`src/rtl/cdc_pkg.sv`:
```
// Shared types for the source side of the 4-phase req/ack crossing.
// No logic; states are encoded in 2 bits.
// Imported by cdc_hs_src_ctrl.
package cdc_pkg;

  typedef enum logic [1:0] {
    HS_IDLE   = 2'd0,
    HS_REQ_HI = 2'd1,
    HS_REQ_LO = 2'd2,
    HS_ERR    = 2'd3
  } hs_state_e;

endpackage

```
`src/rtl/sync_ff.sv`:
```
// Multi-flop level synchronizer for a single asynchronous bit.
// Latency: SYNC_WIDTH clk_i cycles from d_i to q_o.
// No backpressure; free-running shift chain, synchronous active-low reset.
module sync_ff #(
  parameter int unsigned SYNC_WIDTH = 2,
  parameter logic        RESET_VAL  = 1'b0
) (
  input  logic clk_i,
  input  logic rst_ni,
  input  logic d_i,
  output logic q_o
);

  logic [SYNC_WIDTH-1:0] chain;

  // Shift the asynchronous input through the flop chain.
  always_ff @(posedge clk_i) begin
    if (!rst_ni) begin
      chain <= {SYNC_WIDTH{RESET_VAL}};
    end else begin
      chain <= {chain[SYNC_WIDTH-2:0], d_i};
    end
  end

  assign q_o = chain[SYNC_WIDTH-1];

endmodule

```
`src/rtl/cdc_hs_src_ctrl.sv`:
```
// Source-side 4-phase req/ack controller: holds a captured word on data_o while driving req_o.
// Latency: req_o 1 cycle after acceptance; full transfer 2*(SYNC_STAGES+1)+1 cycles with ideal ack.
// Backpressure: s_ready_o is high only in IDLE; a stuck phase times out into a sticky ERR state.
module cdc_hs_src_ctrl
  import cdc_pkg::*;
#(
  parameter int unsigned DATA_WIDTH     = 32,
  parameter int unsigned SYNC_STAGES    = 2,
  parameter int unsigned TIMEOUT_CYCLES = 1024,
  parameter int unsigned CNT_WIDTH      = 16
) (
  input  logic                  clk_i,
  input  logic                  rst_i,
  input  logic                  s_valid_i,
  output logic                  s_ready_o,
  input  logic [DATA_WIDTH-1:0] s_data_i,
  output logic                  req_o,
  output logic [DATA_WIDTH-1:0] data_o,
  input  logic                  ack_i,
  output logic                  busy_o,
  output logic                  timeout_o,
  input  logic                  clr_timeout_i,
  output logic [CNT_WIDTH-1:0]  xfer_cnt_o
);

  // A single flop would pass metastability straight into the FSM.
  if (SYNC_STAGES < 2) begin : g_bad_sync
    $error("cdc_hs_src_ctrl: SYNC_STAGES must be >= 2");
  end

  localparam int PH_CLOG = $clog2(TIMEOUT_CYCLES + 1);
  localparam int PH_W    = (PH_CLOG < 1) ? 1 : PH_CLOG;
  localparam bit TO_EN   = (TIMEOUT_CYCLES != 0);
  localparam logic [PH_W-1:0] PH_LAST =
    TO_EN ? PH_W'(TIMEOUT_CYCLES - 1) : '0;

  hs_state_e             state, state_nxt;
  logic                  req_q, req_nxt;
  logic                  timeout_q, timeout_nxt;
  logic [PH_W-1:0]       ph_cnt, ph_nxt;
  logic [CNT_WIDTH-1:0]  xfer_q, xfer_nxt;
  logic [DATA_WIDTH-1:0] data_q;
  logic                  capture;
  logic                  ph_expired;
  logic                  ack_sync;

  // ack_i is asynchronous; this instance is its only consumer.
  sync_ff #(
    .SYNC_WIDTH (SYNC_STAGES),
    .RESET_VAL  (1'b0)
  ) u_ack_sync (
    .clk_i  (clk_i),
    .rst_ni (~rst_i),
    .d_i    (ack_i),
    .q_o    (ack_sync)
  );

  // State, request, error flag and both counters; reset aborts any handshake.
  always_ff @(posedge clk_i) begin
    if (rst_i) begin
      state     <= HS_IDLE;
      req_q     <= 1'b0;
      timeout_q <= 1'b0;
      ph_cnt    <= '0;
      xfer_q    <= '0;
    end else begin
      state     <= state_nxt;
      req_q     <= req_nxt;
      timeout_q <= timeout_nxt;
      ph_cnt    <= ph_nxt;
      xfer_q    <= xfer_nxt;
    end
  end

  // Holding register: loads only on acceptance so data_o is stable for the whole handshake.
  always_ff @(posedge clk_i) begin
    if (rst_i) begin
      data_q <= '0;
    end else if (capture) begin
      data_q <= s_data_i;
    end
  end

  // Next-state logic; an arriving ack beats a simultaneous timeout.
  always_comb begin
    state_nxt   = state;
    req_nxt     = req_q;
    timeout_nxt = timeout_q;
    ph_nxt      = ph_cnt;
    xfer_nxt    = xfer_q;
    capture     = 1'b0;
    ph_expired  = TO_EN && (ph_cnt == PH_LAST);
    case (state)
      HS_IDLE: begin
        ph_nxt = '0;
        if (s_valid_i) begin
          capture   = 1'b1;
          req_nxt   = 1'b1;
          state_nxt = HS_REQ_HI;
        end
      end
      HS_REQ_HI: begin
        if (ack_sync) begin
          req_nxt   = 1'b0;
          ph_nxt    = '0;
          state_nxt = HS_REQ_LO;
        end else if (ph_expired) begin
          req_nxt     = 1'b0;
          timeout_nxt = 1'b1;
          ph_nxt      = '0;
          state_nxt   = HS_ERR;
        end else begin
          ph_nxt = ph_cnt + 1'b1;
        end
      end
      HS_REQ_LO: begin
        if (!ack_sync) begin
          xfer_nxt  = xfer_q + 1'b1;
          ph_nxt    = '0;
          state_nxt = HS_IDLE;
        end else if (ph_expired) begin
          timeout_nxt = 1'b1;
          ph_nxt      = '0;
          state_nxt   = HS_ERR;
        end else begin
          ph_nxt = ph_cnt + 1'b1;
        end
      end
      HS_ERR: begin
        req_nxt     = 1'b0;
        timeout_nxt = 1'b1;
        ph_nxt      = '0;
        // Leave only once the destination has dropped ack, so no stale 4-phase is pending.
        if (clr_timeout_i && !ack_sync) begin
          timeout_nxt = 1'b0;
          state_nxt   = HS_IDLE;
        end
      end
      default: begin
        req_nxt   = 1'b0;
        ph_nxt    = '0;
        state_nxt = HS_IDLE;
      end
    endcase
  end

  assign s_ready_o  = (state == HS_IDLE);
  assign busy_o     = (state != HS_IDLE);
  assign req_o      = req_q;
  assign data_o     = data_q;
  assign timeout_o  = timeout_q;
  assign xfer_cnt_o = xfer_q;

endmodule

```
`config.mk`:
```
export PLATFORM = sky130hd
export DESIGN_NAME = cdc_hs_src_ctrl
export DESIGN_NICKNAME = d
export VERILOG_FILES = /design/src/rtl/cdc_pkg.sv /design/src/rtl/sync_ff.sv /design/src/rtl/cdc_hs_src_ctrl.sv
export SDC_FILE = /design/constraint.sdc
export NUM_CORES = 1
export LEC_CHECK = 0
export BUFFER_PORTS_ARGS = -buffer_cell sky130_fd_sc_hd__buf_2
export CAP_MARGIN = 20
export CORE_ASPECT_RATIO = 0.9
export CORE_MARGIN = 2
export CORE_UTILIZATION = 44
export CTS_CLUSTER_DIAMETER = 150
export DETAILED_ROUTE_END_ITERATION = 16
export PLACE_DENSITY = 0.77
export SYNTH_ARGS = -nofsm -noshare
export SYNTH_HDL_FRONTEND = slang
export SYNTH_SLANG_ARGS = --single-unit
```
`constraint.sdc`:
```
create_clock -name clk_i -period 3.6 [get_ports clk_i]
set_input_delay 0.72 -clock clk_i [delete_from_list [all_inputs] [get_ports clk_i]]
set_output_delay 0.72 -clock clk_i [all_outputs]
set_load 0.02 [all_outputs]
```
## Word level (Yosys, flattened, before mapping)

Cells that the tools add are included.

- Reduce and logical (&&, ||, !) cells: 11
- Bitwise operators: 1
- Equal/unequal tests: 9
- Add/subtract/negate cells: 2
- Mux-type cells: 21

Operators by type and width:

| cell | number |
|---|---|
| 11-bit 2-to-1 mux | 3 |
| 11-bit one-hot mux with 3 select lines | 1 |
| 16-bit by 1-bit adder with 16-bit output (second input constant) | 1 |
| 11-bit by 1-bit adder with 11-bit output (second input constant) | 1 |
| 11-bit by 10-bit == test with 1-bit output (second input constant) | 1 |
| 2-bit 2-to-1 mux | 5 |
| 1-bit 2-to-1 mux | 9 |
| 2-bit one-hot mux with 4 select lines | 1 |
| 2-bit inequality test (second input constant) | 3 |
| 1-bit one-hot mux with 3 select lines | 2 |
| 3-bit AND reduction | 2 |
| 3-bit nonzero test | 2 |
| 2-bit == test (second input constant) | 2 |
| 2-bit AND reduction | 2 |
| 3-bit by 2-bit inequality test with 1-bit output (second input constant) | 1 |
| 2-bit by 1-bit == test with 1-bit output (second input constant) | 1 |
| 2-bit logical NOT | 1 |
| 2-bit by 1-bit inequality test with 1-bit output (second input constant) | 1 |
| 2-bit nonzero test | 1 |
| 2-bit OR reduction | 1 |
| 1-bit logical AND | 1 |
| 1-bit logical NOT | 1 |
| 1-bit NOT | 1 |

- Register bits: 65
- Word-level logic and storage cells: 51

## Logic depth before layout (Yosys ltp)

Gate-level depths: netlist of run 1.

- Depth in word-level cells: 4
- Gate-level depth with buffers: 7
- Depth with buffers taken out: 5

## By module

Synthesis of run 1 repeated with hierarchy kept, for this count alone.

- Cell total of the unflattened synthesis: 318
- Area, all modules: 2638.8 um^2

Modules (own cells, without submodules):

| module | cells an instance | area each (um^2) | times used |
|---|---|---|---|
| cdc_hs_src_ctrl | 314 | 2586.2 | 1 |
| sync_ff | 4 | 52.6 | 1 |

## Worst setup path before layout of run 1

Ideal clock, no wire load.

- Path kind: reg2out
- Start: register state[1]
- End: output port busy_o
- Setup slack: 1.798 ns
- Cell stages (with the launch flop): 4
- Data arrival time: 1.082 ns
- Cells stage by stage: dfxtp_1 -> buf_2 -> nor2_1 -> inv_1

- Longest elaborated chain between the ends: 1

Ends and longest elaborated chain:

| item | RTL line | text |
|---|---|---|
| start, declared | cdc_hs_src_ctrl.sv:37 | `hs_state_e state, state_nxt;` |
| start signal, assigned | cdc_hs_src_ctrl.sv:67 | `state <= state_nxt;` |
| 2-bit nonzero test | cdc_hs_src_ctrl.sv:148 | `assign busy_o = (state != HS_IDLE);` |
| end, declared | cdc_hs_src_ctrl.sv:20 | `output logic busy_o,` |

Every way passes these cells.

## Worst setup path after layout of run 1

Ends and elaborated chain as after synthesis.

==> results of run 1 <==
[logic make-up (layout without fill, tap and decap cells)]
| family | count (synthesis) | count (layout) |
|---|---|---|
| buffers and inverters | 26 | 111 |
| flip-flops | 65 | 65 |
| adder cells (fa/ha/maj) | 2 | 2 |
| multiplexers | 1 | 1 |
| AND/OR/NAND/NOR | 143 | 143 |
| XOR/XNOR | 17 | 17 |
| AO/OA/AOI/OAI | 54 | 54 |
[stage by stage]
stage	hold WS (ns)	utilization (%)	instances	power, mW	setup WS (ns)
after floorplan	0.414	-	308	0.882	1.80
after global placement	0.423	53.5	446	0.934	1.59
after detailed placement	0.426	53.5	446	0.938	1.50
after CTS	0.446	56.5	462	1.47	1.56
after global routing	0.478	56.8	463	1.52	1.46
final	0.442	56.8	463	1.45	1.58
[synthesized netlist by cell type, types with 2 or more instances]
| master | count |
|---|---|
| and3_1 | 4 |
| inv_1 | 5 |
| nand4_1 | 6 |
| nor2b_1 | 3 |
| o31ai_1 | 2 |
| and4_1 | 2 |
| xnor2_1 | 6 |
| clkbuf_1 | 11 |
| buf_2 | 7 |
| xor2_1 | 11 |
| buf_6 | 2 |
| and2_1 | 2 |
| nor4_1 | 2 |
| nor3_1 | 5 |
| nand2_1 | 70 |
| nand2b_1 | 3 |
| o21ai_0 | 4 |
| a21oi_1 | 40 |
| ha_1 | 2 |
| nand3_1 | 9 |
| or4_1 | 2 |
| dfxtp_1 | 65 |
| nor2_1 | 22 |
[sequential cells by signal (all words and copies together), names as in the netlist]
register	count
state	2
xfer_cnt_o	16
timeout_o	1
req_o	1
ph_cnt	11
u_ack_sync.chain	2
data_o	32
[final timing paths]
check                            startpoint                              to  slack, ns  cells past startpoint
max                   state[1]$_SDFFE_PP0P_                          busy_o       1.58                      3
min          u_ack_sync.chain[0]$_SDFF_PP0_  u_ack_sync.chain[1]$_SDFF_PP0_       0.44                      1
max reg2reg           state[1]$_SDFFE_PP0P_         data_o[30]$_SDFFE_PP0P_       1.70                      4
min reg2reg  u_ack_sync.chain[0]$_SDFF_PP0_  u_ack_sync.chain[1]$_SDFF_PP0_       0.44                      1
[per-layer routing]
layer	GRT usage [%]	vias to the layer above	wire length [um]
li1	-	1196	-
met1	21.4	1045	2540
met2	29.1	55	2870
met3	7.34	6	312
met4	5.24	0	46
met5	0	-	0
[report_power, final]
part           internal (mW)  switching (mW)
sequential             0.747          0.0169
combinational         0.0589           0.101
clock                  0.248           0.283
[cell type report]
class / count / area, um^2 / area share [%]
Inverter: 5 / 18.8 / 0.577
Clock buffer: 9 / 124 / 3.81
Sequential cell: 65 / 1300 / 40.0
Tap cell: 70 / 87.6 / 2.69
Clock inverter: 7 / 47.5 / 1.46
Timing Repair Buffer: 90 / 463 / 14.2
Multi-Input combinational cell: 217 / 1210 / 37.2
[critical path, delay by kind of cell, from the launching register on]
kind / cells / cell delay [ns]
buffers and inverters: 2 / 0.23
DFF: 1 / 0.42
and+or+nand+nor: 1 / 0.31
==> summary.md, run 1 <==
| Metric | Value |
|---|---|
| Status | finished clean |
| Hold Vio Cnt, Final | 0 |
| Largest net degree at the start of global routing | 44 |
| 1st-pass router iterations | 4 |
| Initial core utilization | 46.0% |
| # port buffers | 88 |
| Syn Std Cell Area | between 2000 and 3000 um^2 |
| Mapped Nets | 347 |
| Clk Latency, worst-skew pair | 0.33 ns |
| Most common cell after layout, fill and taps aside | buf_2 |
| Hold Buf Count CTS | 0 |
| Routed Antenna Nets | 0 |
| Final WL | 5770 um |
| Via density | 4.97 |
| Max IR drop VDD | around 0.00039 V |
| CP startpoint kind | flop |
| # nets final | 427 |
| Routability cong. | 0.738 |
| Final setup viols | 0 |
| Post_cts resized | 0 |
| Vias in the first global route | roughly 2100 |
| Register area share after synthesis | between 40% and 50% |
| Clock-pin slew on the worst setup and hold paths | 0.07 ns |
| Most frequent cells in the layout | buf_2 (88), nand2_1 (70), dfxtp_1 (65) |
| Proportion of layout cells with a drive suffix above 1 | 29.0% |
| Setup crit end kind | primary output |
| Slowest CP cell | dfxtp_1 |
| Synth-to-layout area growth | 23.4% |
| Unrepaired setup endpoints after global routing | no |
| Post-synthesis async set-or-reset flop share | 0% |
| Detailed Route Iter0 Violations | 67 |
| Gr usage total | 17.8% |
| Worst clock skew | 0.00857 ns |
| Register bit total from synthesis | between 60 and 70 |
| FP Rows | 26 |
| PwrDens | approximately 450 nW/um^2 |
| Die Ht | 77.4 um |
| Total Die Area | 6620 um^2 |
| H-tree Lvls | 3 |
| Adder-cell share of the synthesized area | 0.950% |
| CORE AREA | 5730 um^2 |
| Number of flops mapped to enable cells by yosys | 0 |
| Synth area leaders | dfxtp_1 (49%), nand2_1 (10%), a21oi_1 (7.6%) |
| Initial antenna violation count | 0 |
| Die Span X | 85.6 um |
| Worst Path Max Fanout | 12 |
| Synth cell types | 46 |
| Worst-Margin Slew | 0.994 ns |
| Largest family of logic cells by synthesized area | simple AND/OR/NAND/NOR gates |
| Fill count | 534 |
| Max Root-Sink Buffers | 2 |
| Fin crit share | between 50% and 60% |
| Worst path cell trace | nor2_1 -> inv_1 -> buf_2 |
| Final HPWL DP | 4020 um |
| Crit path required time | 2.88 ns |
| CP peak stage delay | 0.42 ns |
| Cts bufs inserted | 9 |
| Ant diodes | 0 |
| Synth Instances | 308 |
| First-pass GRT wire length | approximately 9500 um |
| Synth Area in XOR/XNOR | 5.65% |
| IO Pins | 89 |
| DR WL/cell | 12.5 um |
| Data arrival, critical path | 1.30 ns |
| Critical setup path kind | reg -> out |
| Tmin final | 2.02 ns |
| Setup TNS | 0 ns |
| Grt total ovfl | 0 |
| # Post-CTS Setup Buffers | 0 |
| Top_reg_cell synth | dfxtp_1 |
| Yosys top cell area share | 49.4% |
| Total number of vias | 2302 |
| Mux cell area share after synthesis | 0.380% |
| Synthesis Warnings | 0 |
| Final instance area | 3250 um^2 |
| Area leader, netlist | dfxtp_1 |
| Max transition margin | 33.5% |
| Hold crit path type | reg -> reg |
| TritonCTS clock tree | yes |
| CTS Root Cell | clkbuf_8 |
| Synth Area in Simple Gates | 27.2% |
| Drc violations | 0 |
| Max_cap viols | 0 |
| Average cell area after synthesis | around 8.6 um^2 |
| Lkg Pwr | 1.45 nW |
| Post-synthesis compound-gate area fraction | approximately an eighth |
| FMAX | 495 MHz |
| CTS Sinks | 65 |
| Post-placement cell area | 3060 um^2 |
| Final Max Slew Viols | 0 |
No activity file was read; power rests on OpenSTA's default activity.
==> inputs of run 2 (changes only) <==
--- a/config.mk
+++ b/config.mk
@@ -12,7 +12,7 @@
 export CORE_UTILIZATION = 44
 export CTS_CLUSTER_DIAMETER = 150
 export DETAILED_ROUTE_END_ITERATION = 16
-export PLACE_DENSITY = 0.77
+export PLACE_DENSITY = 0.8
 export SYNTH_ARGS = -nofsm -noshare
 export SYNTH_HDL_FRONTEND = slang
 export SYNTH_SLANG_ARGS = --single-unit
==> constraint.sdc (replaced) <==
create_clock -name clk_i -period 1.8 [get_ports clk_i]
set_input_delay 0.36 -clock clk_i [delete_from_list [all_inputs] [get_ports clk_i]]
set_output_delay 0.36 -clock clk_i [all_outputs]
set_load 0.02 [all_outputs]
==> run 2 against run 1 <==
Count of clock-buffer cells in the layout increased by 4. First-iteration DRC count grew 7.5%. Power is 120% higher. Via count increased by 4.2%. Cell area increased by 4.0%.
==> summary.md, run 2 (synthesized netlist as in run 1, its figures left out) <==
| Metric | Value |
|---|---|
| Largest net degree at the start of global routing | 33 |
| 1st-pass router iterations | 4 |
| Final Max Slew Viols | 0 |
| Proportion of layout cells with a drive suffix above 1 | 30.3% |
| Slowest CP cell | dfxtp_1 |
| CP startpoint kind | flop |
| R2R Setup Slk | 0.13 ns |
| Max IR drop VDD | a little under 0.0007 V |
| CORE AREA | about 5700 um^2 |
| Vias in the first global route | 2287 |
| Die Ht | 77.4 um |
| Worst-Margin Slew | around 0.40 ns |
| FP Rows | 26 |
| Total stage count of the critical path | 2 |
| Worst clock skew | 0.00768 ns |
| # port buffers | 88 |
| PwrDens | 967 nW/um^2 |
| Final setup viols | 0 |
| Fin crit share | around 93% |
| Total power | 3.27 mW |
| # nets final | roughly 440 |
| DR WL/cell | about 13 um |
| Cts bufs inserted | 9 |
| Worst Path Buf+Inv | 1 |
| Layout Cells excl Fill | 470 |
| IO Pins | 89 |
| Worst reg-to-reg path cell count | 4 |
| Drc violations | 0 |
| Grt total ovfl | 0 |
| Hold endpoint | u_ack_sync.chain[0]$_SDFF_PP0_ |
| Final HPWL DP | 4230 um |
| Die Span X | 85.6 um |
| H-tree Lvls | 3 |
| Initial core utilization | 46.0% |
| Setup TNS | 0 ns |
| WHS Path Cells | 2 |
| Detailed Route Iter0 Violations | 72 |
| Final WL | about 6000 um |
| Final instance area | about 3400 um^2 |
| Max Root-Sink Buffers | 2 |
| Flip-flop count of the largest register after layout | 32 |
| Most common cell after layout, fill and taps aside | buf_2 |
| Worst Path Max Fanout | 10 |
| Post-placement cell area | 3140 um^2 |
| FMAX | 598 MHz |
| Placed Cells incl. Taps | 455 |
| Total Die Area | 6620 um^2 |
| Worst path cell trace | nor2_1 -> buf_2 |
| Fill count | 517 |
| CTS Root Cell | clkbuf_8 |
| Routability cong. | 0.834 |
| Data arrival, critical path | approximately 1.3 ns |
| CP peak stage delay | 0.39 ns |
| Routed Antenna Nets | 0 |
| Initial antenna violation count | 0 |
| First-pass GRT wire length | 9910 um |
| Ant diodes | 0 |
| Setup crit end kind | primary output |
| HP Start | ack_i |
| Synth-to-layout area growth | 28.3% |
| Crit path required time | ~1.4 ns |
| Hold crit path type | in -> reg |
| Max transition margin | 73.3% |
| Max_cap viols | 0 |
| Status | finished clean |
| Clock-pin slew on the worst setup and hold paths | 0.07 ns |
| Gr usage total | 18.7% |
| Crit Reg-Reg Startpoint | state[1]$_SDFFE_PP0P_ |
| Total number of vias | 2398 |
| Hold Buf Count CTS | 0 |
| Critical setup path kind | reg -> out |
| Clk Latency, worst-skew pair | about 0.34 ns |
| Via density | 5.10 |
| Most frequent cells in the layout | buf_2 (88), nand2_1 (70), dfxtp_1 (65) |
| Lkg Pwr | 1.53 nW |
| Min Hold Slack | around 0.24 ns |
| TritonCTS clock tree | yes |
| Delay-heaviest family, CP | flip-flops |
| Tmin final | approximately 1.7 ns |
| CTS Sinks | 65 |
| Reg2reg end | xfer_cnt_o[15]$_SDFFE_PP0P_ |
| Hold Vio Cnt, Final | 0 |
| Unrepaired setup endpoints after global routing | no |
-- run 2: cell count changes in the layout (fill, tap and decap cells not counted), moves of 2 or more --
cell,delta
clkinv_4,-2
buf_4,+8
bufinv_16,+2
clkinv_2,-3
clkinvlp_4,-2
clkbuf_8,+3
-- run 2: power by group --
part,internal (mW),total [mW],switching (mW)
logic,0.127,0.334,0.207
registers,1.49,1.53,0.0322
clock network,0.887,1.41,0.520
-- run 2: area by class of cell --
type / instances / area [um^2] / share of cell area [%]
Sequential cell: 65 / 1300 / 38.5
Multi-Input combinational cell: 217 / 1210 / 35.9
Timing Repair Buffer: 98 / 528 / 15.6
Clock buffer: 13 / 169 / 5.00
Tap cell: 70 / 87.6 / 2.59
Clock inverter: 2 / 60.1 / 1.78
Inverter: 5 / 18.8 / 0.555
-- run 2: per-layer routing --
layer / part of all wire (%) / routed length, um / track usage (%)
met5: 0 / 0 / 0
met4: 2.3 / 139 / 9.68
met3: 5.0 / 296 / 5.21
met2: 50 / 2960 / 32.0
met1: 43 / 2570 / 21.2
-- run 2: through the flow --
step | setup WS (ns) | utilization (%)
CTS | 0.0860 | 58.9
global placement | 0.194 | 54.9
global route | 0.0327 | 59.0
floorplan | 0.0881 | -
finish | 0.127 | 59.0
detailed placement | 0.102 | 54.9
-- run 2: worst max path at each step --
| stage | from | endpoint | slack, ns |
|---|---|---|---|
| finish | state[0]$_SDFFE_PP0P_ | s_ready_o | 0.13 |
| global route | state[1]$_SDFFE_PP0P_ | xfer_cnt_o[15]$_SDFFE_PP0P_ | 0.03 |
| CTS | xfer_cnt_o[0]$_SDFFE_PP0P_ | xfer_cnt_o[14]$_SDFFE_PP0P_ | 0.09 |
| detailed placement | xfer_cnt_o[0]$_SDFFE_PP0P_ | xfer_cnt_o[14]$_SDFFE_PP0P_ | 0.10 |
| global placement | xfer_cnt_o[0]$_SDFFE_PP0P_ | xfer_cnt_o[14]$_SDFFE_PP0P_ | 0.19 |
| floorplan | xfer_cnt_o[0]$_SDFFE_PP0P_ | xfer_cnt_o[14]$_SDFFE_PP0P_ | 0.09 |
-- run 2: repair_timing --
| item | CTS | global route |
|---|---|---|
| gates resized for setup | 0 | 2 |
| setup buffers | 0 | 0 |
| setup endpoints to repair | 0 | 3 |
